--- config.mk ---
export PLATFORM = sky130hd
export DESIGN_NAME = program_loader
export DESIGN_NICKNAME = d
export VERILOG_FILES = /design/src/rtl/loader_pkg.sv /design/src/rtl/program_loader.sv
export SDC_FILE = /design/constraint.sdc
export NUM_CORES = 1
export LEC_CHECK = 0
export ABC_AREA = 1
export CAP_MARGIN = 20
export CELL_PAD_IN_SITES_DETAIL_PLACEMENT = 1
export CELL_PAD_IN_SITES_GLOBAL_PLACEMENT = 1
export CORE_MARGIN = 3
export CORE_UTILIZATION = 37
export CTS_BUF_LIST = sky130_fd_sc_hd__clkbuf_8
export DETAILED_ROUTE_END_ITERATION = 16
export PLACE_DENSITY_LB_ADDON = 0.1
export SLEW_MARGIN = 40
export SYNTH_ARGS = -nofsm -noshare
export SYNTH_HDL_FRONTEND = slang
export SYNTH_SLANG_ARGS = --single-unit
--- constraint.sdc ---
create_clock -name clk -period 1.6 [get_ports clk]
set_clock_uncertainty 0.1 [all_clocks]
set_input_delay 0.4 -clock clk [delete_from_list [all_inputs] [get_ports clk]]
set_output_delay 0.4 -clock clk [all_outputs]
set_load 0.01 [all_outputs]
--- src/rtl/loader_pkg.sv ---
// Shared definitions for the program loader and the CPU/Memory top level.
//   state_t   : loader FSM states
//   MEM_WORDS : instruction/data memory depth in 16-bit words
//   MEM_AW    : word-address width of that memory
package loader_pkg;

   localparam int MEM_WORDS = 128;
   localparam int MEM_AW    = $clog2(MEM_WORDS);

   typedef enum logic [2:0] {
      IDLE,   // waiting for the word count N
      HI,     // expecting the high byte of a word
      LO,     // expecting the low byte of a word
      CHK,    // expecting the XOR checksum
      RUN,    // image accepted, CPU released
      ERR     // single cycle that flags a bad frame
   } state_t;

endpackage

--- src/rtl/program_loader.sv ---
// Byte-stream boot loader. Receives a framed program image (N, 2*N data bytes
// high-first, XOR checksum) over a valid/ready byte interface, writes it
// word-by-word into memory while holding the CPU stopped, and releases the
// CPU once the checksum matches.
//
// Ports:
//   clk, rst_n          clock, synchronous active-low reset
//   rx_data/rx_valid    incoming byte and its valid
//   rx_ready            byte is accepted when rx_valid & rx_ready at posedge
//   mem_we/addr/data    registered single-cycle memory write
//   cpu_run             1 = CPU may execute
//   reload              request (honoured in RUN only) to load a new image
//   busy                frame in progress (HI, LO, CHK)
//   load_err            sticky error flag of the last frame
module program_loader
   import loader_pkg::*;
#(
   parameter int DEPTH = MEM_WORDS
) (
   input  logic                     clk,
   input  logic                     rst_n,
   input  logic [7:0]               rx_data,
   input  logic                     rx_valid,
   output logic                     rx_ready,
   output logic                     mem_we,
   output logic [$clog2(DEPTH)-1:0] mem_addr,
   output logic [15:0]              mem_data,
   output logic                     cpu_run,
   input  logic                     reload,
   output logic                     busy,
   output logic                     load_err
);

   localparam int AW = $clog2(DEPTH);
   // N is compared in 9 bits so DEPTH itself (128) is a legal count.
   localparam logic [8:0] DEPTH_W = 9'(DEPTH);

   state_t          state_q,    state_d;
   logic [7:0]      n_q,        n_d;
   logic [7:0]      idx_q,      idx_d;
   logic [7:0]      hi_q,       hi_d;
   logic [7:0]      csum_q,     csum_d;
   logic            rx_ready_q, rx_ready_d;
   logic            mem_we_q,   mem_we_d;
   logic [AW-1:0]   mem_addr_q, mem_addr_d;
   logic [15:0]     mem_data_q, mem_data_d;
   logic            cpu_run_q,  cpu_run_d;
   logic            busy_q,     busy_d;
   logic            load_err_q, load_err_d;

   logic            accept;

   assign accept = rx_valid & rx_ready_q;

   always_comb begin
      // NOTE: every signal gets a default here so no path leaves it unassigned,
      // which would otherwise infer a latch.
      state_d    = state_q;
      n_d        = n_q;
      idx_d      = idx_q;
      hi_d       = hi_q;
      csum_d     = csum_q;
      mem_we_d   = 1'b0;
      mem_addr_d = mem_addr_q;
      mem_data_d = mem_data_q;
      load_err_d = load_err_q;

      case (state_q)
         IDLE: if (accept) begin
            if (rx_data != 8'd0 && {1'b0, rx_data} <= DEPTH_W) begin
               n_d        = rx_data;
               idx_d      = 8'd0;
               csum_d     = 8'd0;
               load_err_d = 1'b0;
               state_d    = HI;
            end else begin
               state_d    = ERR;
            end
         end
         HI: if (accept) begin
            hi_d    = rx_data;
            csum_d  = csum_q ^ rx_data;
            state_d = LO;
         end
         LO: if (accept) begin
            csum_d     = csum_q ^ rx_data;
            mem_we_d   = 1'b1;
            mem_addr_d = idx_q[AW-1:0];
            mem_data_d = {hi_q, rx_data};
            idx_d      = idx_q + 8'd1;
            state_d    = (idx_q == n_q - 8'd1) ? CHK : HI;
         end
         CHK: if (accept) begin
            state_d = (rx_data == csum_q) ? RUN : ERR;
         end
         RUN: if (reload) begin
            state_d = IDLE;
         end
         ERR: begin
            load_err_d = 1'b1;
            state_d    = IDLE;
         end
         default: state_d = IDLE;
      endcase

      // Status outputs are registered from the next state so they line up
      // with the state they describe.
      rx_ready_d = (state_d == IDLE) || (state_d == HI) ||
                   (state_d == LO)   || (state_d == CHK);
      busy_d     = (state_d == HI) || (state_d == LO) || (state_d == CHK);
      cpu_run_d  = (state_d == RUN);
   end

   // NOTE: sequential state uses non-blocking assignments only, so every
   // register samples the pre-edge values regardless of statement order.
   always_ff @(posedge clk) begin
      if (!rst_n) begin
         state_q    <= IDLE;
         n_q        <= 8'd0;
         idx_q      <= 8'd0;
         hi_q       <= 8'd0;
         csum_q     <= 8'd0;
         rx_ready_q <= 1'b0;
         mem_we_q   <= 1'b0;
         mem_addr_q <= '0;
         mem_data_q <= 16'd0;
         cpu_run_q  <= 1'b0;
         busy_q     <= 1'b0;
         load_err_q <= 1'b0;
      end else begin
         state_q    <= state_d;
         n_q        <= n_d;
         idx_q      <= idx_d;
         hi_q       <= hi_d;
         csum_q     <= csum_d;
         rx_ready_q <= rx_ready_d;
         mem_we_q   <= mem_we_d;
         mem_addr_q <= mem_addr_d;
         mem_data_q <= mem_data_d;
         cpu_run_q  <= cpu_run_d;
         busy_q     <= busy_d;
         load_err_q <= load_err_d;
      end
   end

   assign rx_ready = rx_ready_q;
   assign mem_we   = mem_we_q;
   assign mem_addr = mem_addr_q;
   assign mem_data = mem_data_q;
   assign cpu_run  = cpu_run_q;
   assign busy     = busy_q;
   assign load_err = load_err_q;

endmodule

; Word-level counts from Yosys, hierarchy flattened
; Cells that the tools add are included.
[word_totals]
inputBits = 12
regBits = 63
wordCells = 71
out_inout_bits = 28
[op_classes]
bitwise = 2
order_cmp = 1
n_addsub = 2
n_reduce_logical = 20
eq_ne = 15
mux = 19
[op_table]
columns = op, n
row1 = 8-bit 2-to-1 mux, 4
row2 = 8-bit one-hot mux with 2 select lines, 2
row3 = 3-bit 2-to-1 mux, 6
row4 = 8-bit equality test, 2
row5 = 3-bit one-hot mux with 5 select lines, 1
row6 = "3-bit by 2-bit equality test with 1-bit output, second input constant", 4
row7 = "3-bit equality test, second input constant", 3
row8 = "8-bit by 1-bit adder with 8-bit output, second input constant", 1
row9 = "8-bit less-or-equal comparator, second input constant", 1
row10 = 4-bit AND reduction, 2
row11 = 8-bit nonzero test, 1
row12 = "8-bit by 1-bit subtractor with 8-bit output, second input constant", 1
row13 = 8-bit XOR, 1
row14 = "3-bit by 1-bit equality test with 1-bit output, second input constant", 2
row15 = 3-bit zero test, 2
row16 = "2-bit != test, second input constant", 3
row17 = 2-bit AND reduction, 3
row18 = 3-bit AND reduction, 2
row19 = 2-bit nonzero test, 3
row20 = 1-bit logical OR, 5
row21 = 1-bit 2-to-1 mux, 4
row22 = 2-bit 2-to-1 mux, 1
row23 = "2-bit by 1-bit != test with 1-bit output, second input constant", 1
row24 = 1-bit one-hot mux with 2 select lines, 1
row25 = 3 further kinds, 3

; Longest topological paths before layout
[depth]
ltp_word = 9
mapped_depth = 15
depth_no_buf = 15

; Worst setup path before layout
; Ideal clock, no wire load.
[synth_timing]
kind = flip-flop to flip-flop
startpoint = reg state_q[1]
endpoint = reg idx_q[2]
slack_ns = -0.011
t_required_ns = 1.385
setup_time_ns = 0.115
arrival_time_ns = 1.396
path_stages_with_launch = 11
path_buffers = 0
period_less_slack_ns = 1.611
cell_sequence = dfxtp_1 > inv_2 > nor3_2 > inv_2 > nor2_4 > inv_4 > nand2_8 > nand2_2 > nor2_1 > xor2_1 > nor2_1
[synth_via]
elab_chain_len = 3
word_cells_on_any_way = 8
cone_classes = 4 x eq/ne / 1 x mux / 3 x reduce/logical
[synth_lines]
columns = element, line
row1 = "start, declared", program_loader.sv:38  ; state_t state_q, state_d;
row2 = "start signal, assigned", program_loader.sv:131  ; state_q <= state_d;
row3 = 3-bit by 2-bit equality test with 1-bit output or 3-bit zero test (tied branches), program_loader.sv:68  ; case (state_q)
row4 = 2-bit != test (no line) or 2-bit nonzero test (tied branches), n/a
row5 = 4-bit AND reduction (no line), n/a
row6 = "end signal, assigned", program_loader.sv:133  ; idx_q <= idx_d;
row7 = "end, declared", program_loader.sv:40  ; logic [7:0] idx_q, idx_d;
; Parallel ways exist; a longest one is shown, timed or not.
; A chain may end at the register's enable or synchronous reset.

; Worst setup path in the final report
[layout_timing]
startpoint = reg state_q[1]
endpoint = reg n_q[2]
[layout_via]
elab_chain_len = 2
[layout_lines]
columns = element, line
row1 = 3-bit zero test, program_loader.sv:68
row2 = 3-bit AND reduction (no line), n/a
row3 = "end signal, assigned", program_loader.sv:132  ; n_q <= n_d;
row4 = "end, declared", program_loader.sv:39  ; logic [7:0] n_q, n_d;
; Every way passes these cells.

==> flow_summary.yaml <==
outcome:
  status: "finished, violations left"
  violations: "setup timing"
hold_path:
  hold_end: "mem_data[1]"
  worstHoldStart: "rx_data[1]"
  worstHoldPathCells: 4
  min_path_type: "in2reg"
timing:
  hold_viol_final: 0
  fin_crit_ns: 1.84
  maxSlewViolCount: 0
  setup_viol: 41
  rsz0062_at_grt: "yes"
  min_period_over_period_pct: 115
  relSlewSlack_pct: 72.7
  max_clock_freq_mhz: 544
  setup-tns-final_ns: -5.16
  tightestPinTransition_ns: 0.408
  setup_slack_ns: -0.239
global_routing:
  overflow: 0
  grt_max_degree: 30
  grt_pass1_vias: 3364
  grt_pass1_wl_um: 16700
  antenna_found_initial: 0
  grt_usage_pct: 24.1
critical_path:
  worstPathArrival_ns: 1.98
  slowest_delay_ns: 0.37
  worstReg2RegEnd: "n_q[2]"
  critical-path-top-delay-family: "simple AND/OR/NAND/NOR gates"
  reg2reg_from: "state_q[1]"
  crit_top_cell: "inv_2"
  startpoint_type: "flip-flop"
  critPathRequiredTime_ns: 1.74
  reg2regPathDepth: 11
  cp_slowest_cell: "dfxtp_4"
  path_max_fanout: 6
  reg2reg_slack_ns: -0.24
  critPathKind: "reg2reg"
  crit_chain: "inv_2 > nor3_4 > inv_2 > nor2_4 > inv_4 > nand2_8 > nand3_4 > buf_6 > buf_12 > o21ai_2 > a21oi_1"
  critical_path_buf_inv_count: 5
  end_kind: "flip-flop"
logic_synthesis:
  yosys.area.top_type_share_pct: 43.9
  yosysSeqAreaShare_pct: 43.9
  syn_area_mm2: 0.00287
  syn_nets: 409
  ys_seq_elements: 63
  synth_area_leaders: "dfxtp_1, nor2_1, nand2_1"
  synth_cells: 395
  postSynthAreaPerCell_um2: 7.27
  synthDistinctLibCells: 33
  yosys_warnings: 0
  yosys.area.top_type: "dfxtp_1"
placed_design:
  placed_cell_area_mm2: 0.00380
  place_congestion: 0.872
  dp_hpwl_um: 6770
  port_buffers: 39
floorplanning:
  die_x_um: 94.1
  coreArea_mm2: 0.00741
  die_h_um: 94.1
  start_util_pct: 38.8
  io-pin-count: 40
  fp-row-count: 31
  dieArea_mm2: 0.00886
clocking:
  clock_latency_ns: 0.35
  tritoncts: "done"
  cts-root-buf: "clkbuf_8"
  cts_buffer_depth: 2
  ctsHtreeMaxLevel: 3
  cts_sinks: 63
  clk_pin_slew_ns: 0.07
  cts_buffers: 9
  holdBufCountCts: 0
final_layout:
  antennaDiodeCount: 0
  syn_to_final_growth_pct: 63.3
  fillers: 863
  drive_above_1_share_pct: 39.7
  finalInstanceArea_mm2: 0.00469
  fin_nets: 520
pwr:
  power_density_mw_per_mm2: 813
  leakagePower_nw: 2.08
  vdd_drop_max_v: 0.000584
run:
  maxCapViolCount: 0
detailed_routing:
  ant_nets: 0
  drt-initial-drc-count: 154
  drt-total-wl_um: 12800
  remaining_drc_errors: 0
  viasPerCell: 5.41
  routedWlPerCell_um: 21.0
  via_count: 3287
  drt-pass1-iter-count: 4
==> state kept, by name, indices dropped and copies added (netlist names), 3 cells and up <==
name,flops
mem_data,16
csum_q,8
hi_q,8
idx_q,8
n_q,8
mem_addr,7
state_q,3
==> power by group <==
group          leakage (nW)  internal, W  switching (W)
Clock                0.0940     0.000739       0.000634
Combinational          1.48     0.000333       0.000455
Sequential            0.514      0.00161      0.0000442
Total                  2.08      0.00268        0.00113
==> timing repair <==
item	CTS	global route
setup endpoints to repair	60	60
setup buffers	8	5
gates resized for setup	115	87
pin swaps	23	23
gates cloned	2	4
==> layer usage <==
layer	track usage [%]	vias to the layer above	wire [µm]
li1	-	1516	-
met1	28.1	1636	5260
met2	45.4	96	6580
met3	4.41	39	479
met4	5.29	0	452
met5	0	-	0
==> metrics by stage <==
stage / worst slack (ns) / total power (W) / cells / hold WS [ns] / util [%]
after detailed placement: -0.686 / 0.00223 / 576 / 0.357 / 51.3
after floorplan: 0.0140 / 0.00196 / 395 / 0.339 / -
after global routing: -0.340 / 0.00396 / 608 / 0.387 / 63.3
final: -0.239 / 0.00382 / 608 / 0.380 / 63.3
after global placement: -0.671 / 0.00221 / 576 / 0.359 / 51.3
after CTS: -0.117 / 0.00366 / 600 / 0.357 / 57.3
==> synth_stat cells <==
| cell | instances |
|---|---|
| nand2_2 | 2 |
| nand3_1 | 29 |
| nor2_4 | 1 |
| inv_2 | 2 |
| o41ai_1 | 1 |
| a211oi_1 | 1 |
| nand2_8 | 1 |
| nor3_2 | 1 |
| nor2_1 | 81 |
| buf_6 | 2 |
| clkbuf_1 | 8 |
| o21a_1 | 2 |
| buf_2 | 3 |
| clkinv_1 | 1 |
| inv_1 | 31 |
| and2_1 | 1 |
| buf_1 | 1 |
| nor3b_2 | 1 |
| ha_1 | 2 |
| xnor2_1 | 7 |
| nor4_1 | 1 |
| nand2_4 | 1 |
| a21oi_1 | 33 |
| nor3_1 | 7 |
| o21ai_0 | 38 |
| dfxtp_1 | 63 |
| o21bai_1 | 1 |
| xor2_1 | 10 |
| o21ai_1 | 6 |
| nand3_4 | 1 |
| inv_4 | 1 |
| nand2_1 | 51 |
| nand4_1 | 4 |
==> worst reg2reg max path, cell delays in order, from the launching register on <==
cell	delay (ns)
dfxtp_4	0.37
inv_2	0.06
nor3_4	0.21
inv_2	0.09
nor2_4	0.14
inv_4	0.07
nand2_8	0.07
nand3_4	0.10
buf_6	0.15
buf_12	0.14
o21ai_2	0.15
a21oi_1	0.08
==> final cells by class <==
cell class,count,area (µm²),share of cell area (%)
Multi-Input combinational cell,284,1880,40.0
Tap cell,99,124,2.64
Timing Repair Buffer,113,1090,23.3
Sequential cell,63,1270,27.2
Inverter,35,134,2.85
Clock inverter,4,47.5,1.01
Clock buffer,10,138,2.93
==> cell families after synthesis <==
| family | after synthesis | share of synthesized area, % |
|---|---|---|
| simple gates | 182 | 28.1 |
| xor+xnor | 17 | 5.18 |
| compound gates | 82 | 14.8 |
| fa+ha+maj | 2 | 0.871 |
| buf+inv | 49 | 7.14 |
| flops | 63 | 43.9 |
==> worst max-delay path by stage <==
stage	startpoint	to	slack, ns	cells past startpoint
finish	state_q[1]	n_q[2]	-0.24	11
global route	n_q[2]	busy	-0.34	14
CTS	n_q[0]	busy	-0.12	15
detailed placement	rx_data[2]	busy	-0.69	10
global placement	rx_valid	busy	-0.67	14
floorplan	rx_valid	idx_q[2]	0.01	8
==> cells in the final DEF (no fill, tap or decap), types with 5 or more instances in the layout <==
cell type and n:
o21ai_1 6, nand3_1 15, dlygate4sd2_1 30, clkbuf_8 10
nand2_1 39, o21ai_0 29, nand3_2 11, xor2_1 10
buf_6 13, inv_2 6, o21ai_2 6, nor2_4 6
nor2_2 17, buf_4 50, nand2_2 10, nor2_1 59
dfxtp_2 5, a21oi_1 16, dfxtp_1 56, inv_1 27
buf_12 6, a21oi_2 16
(Power assumes the default switching activity.)
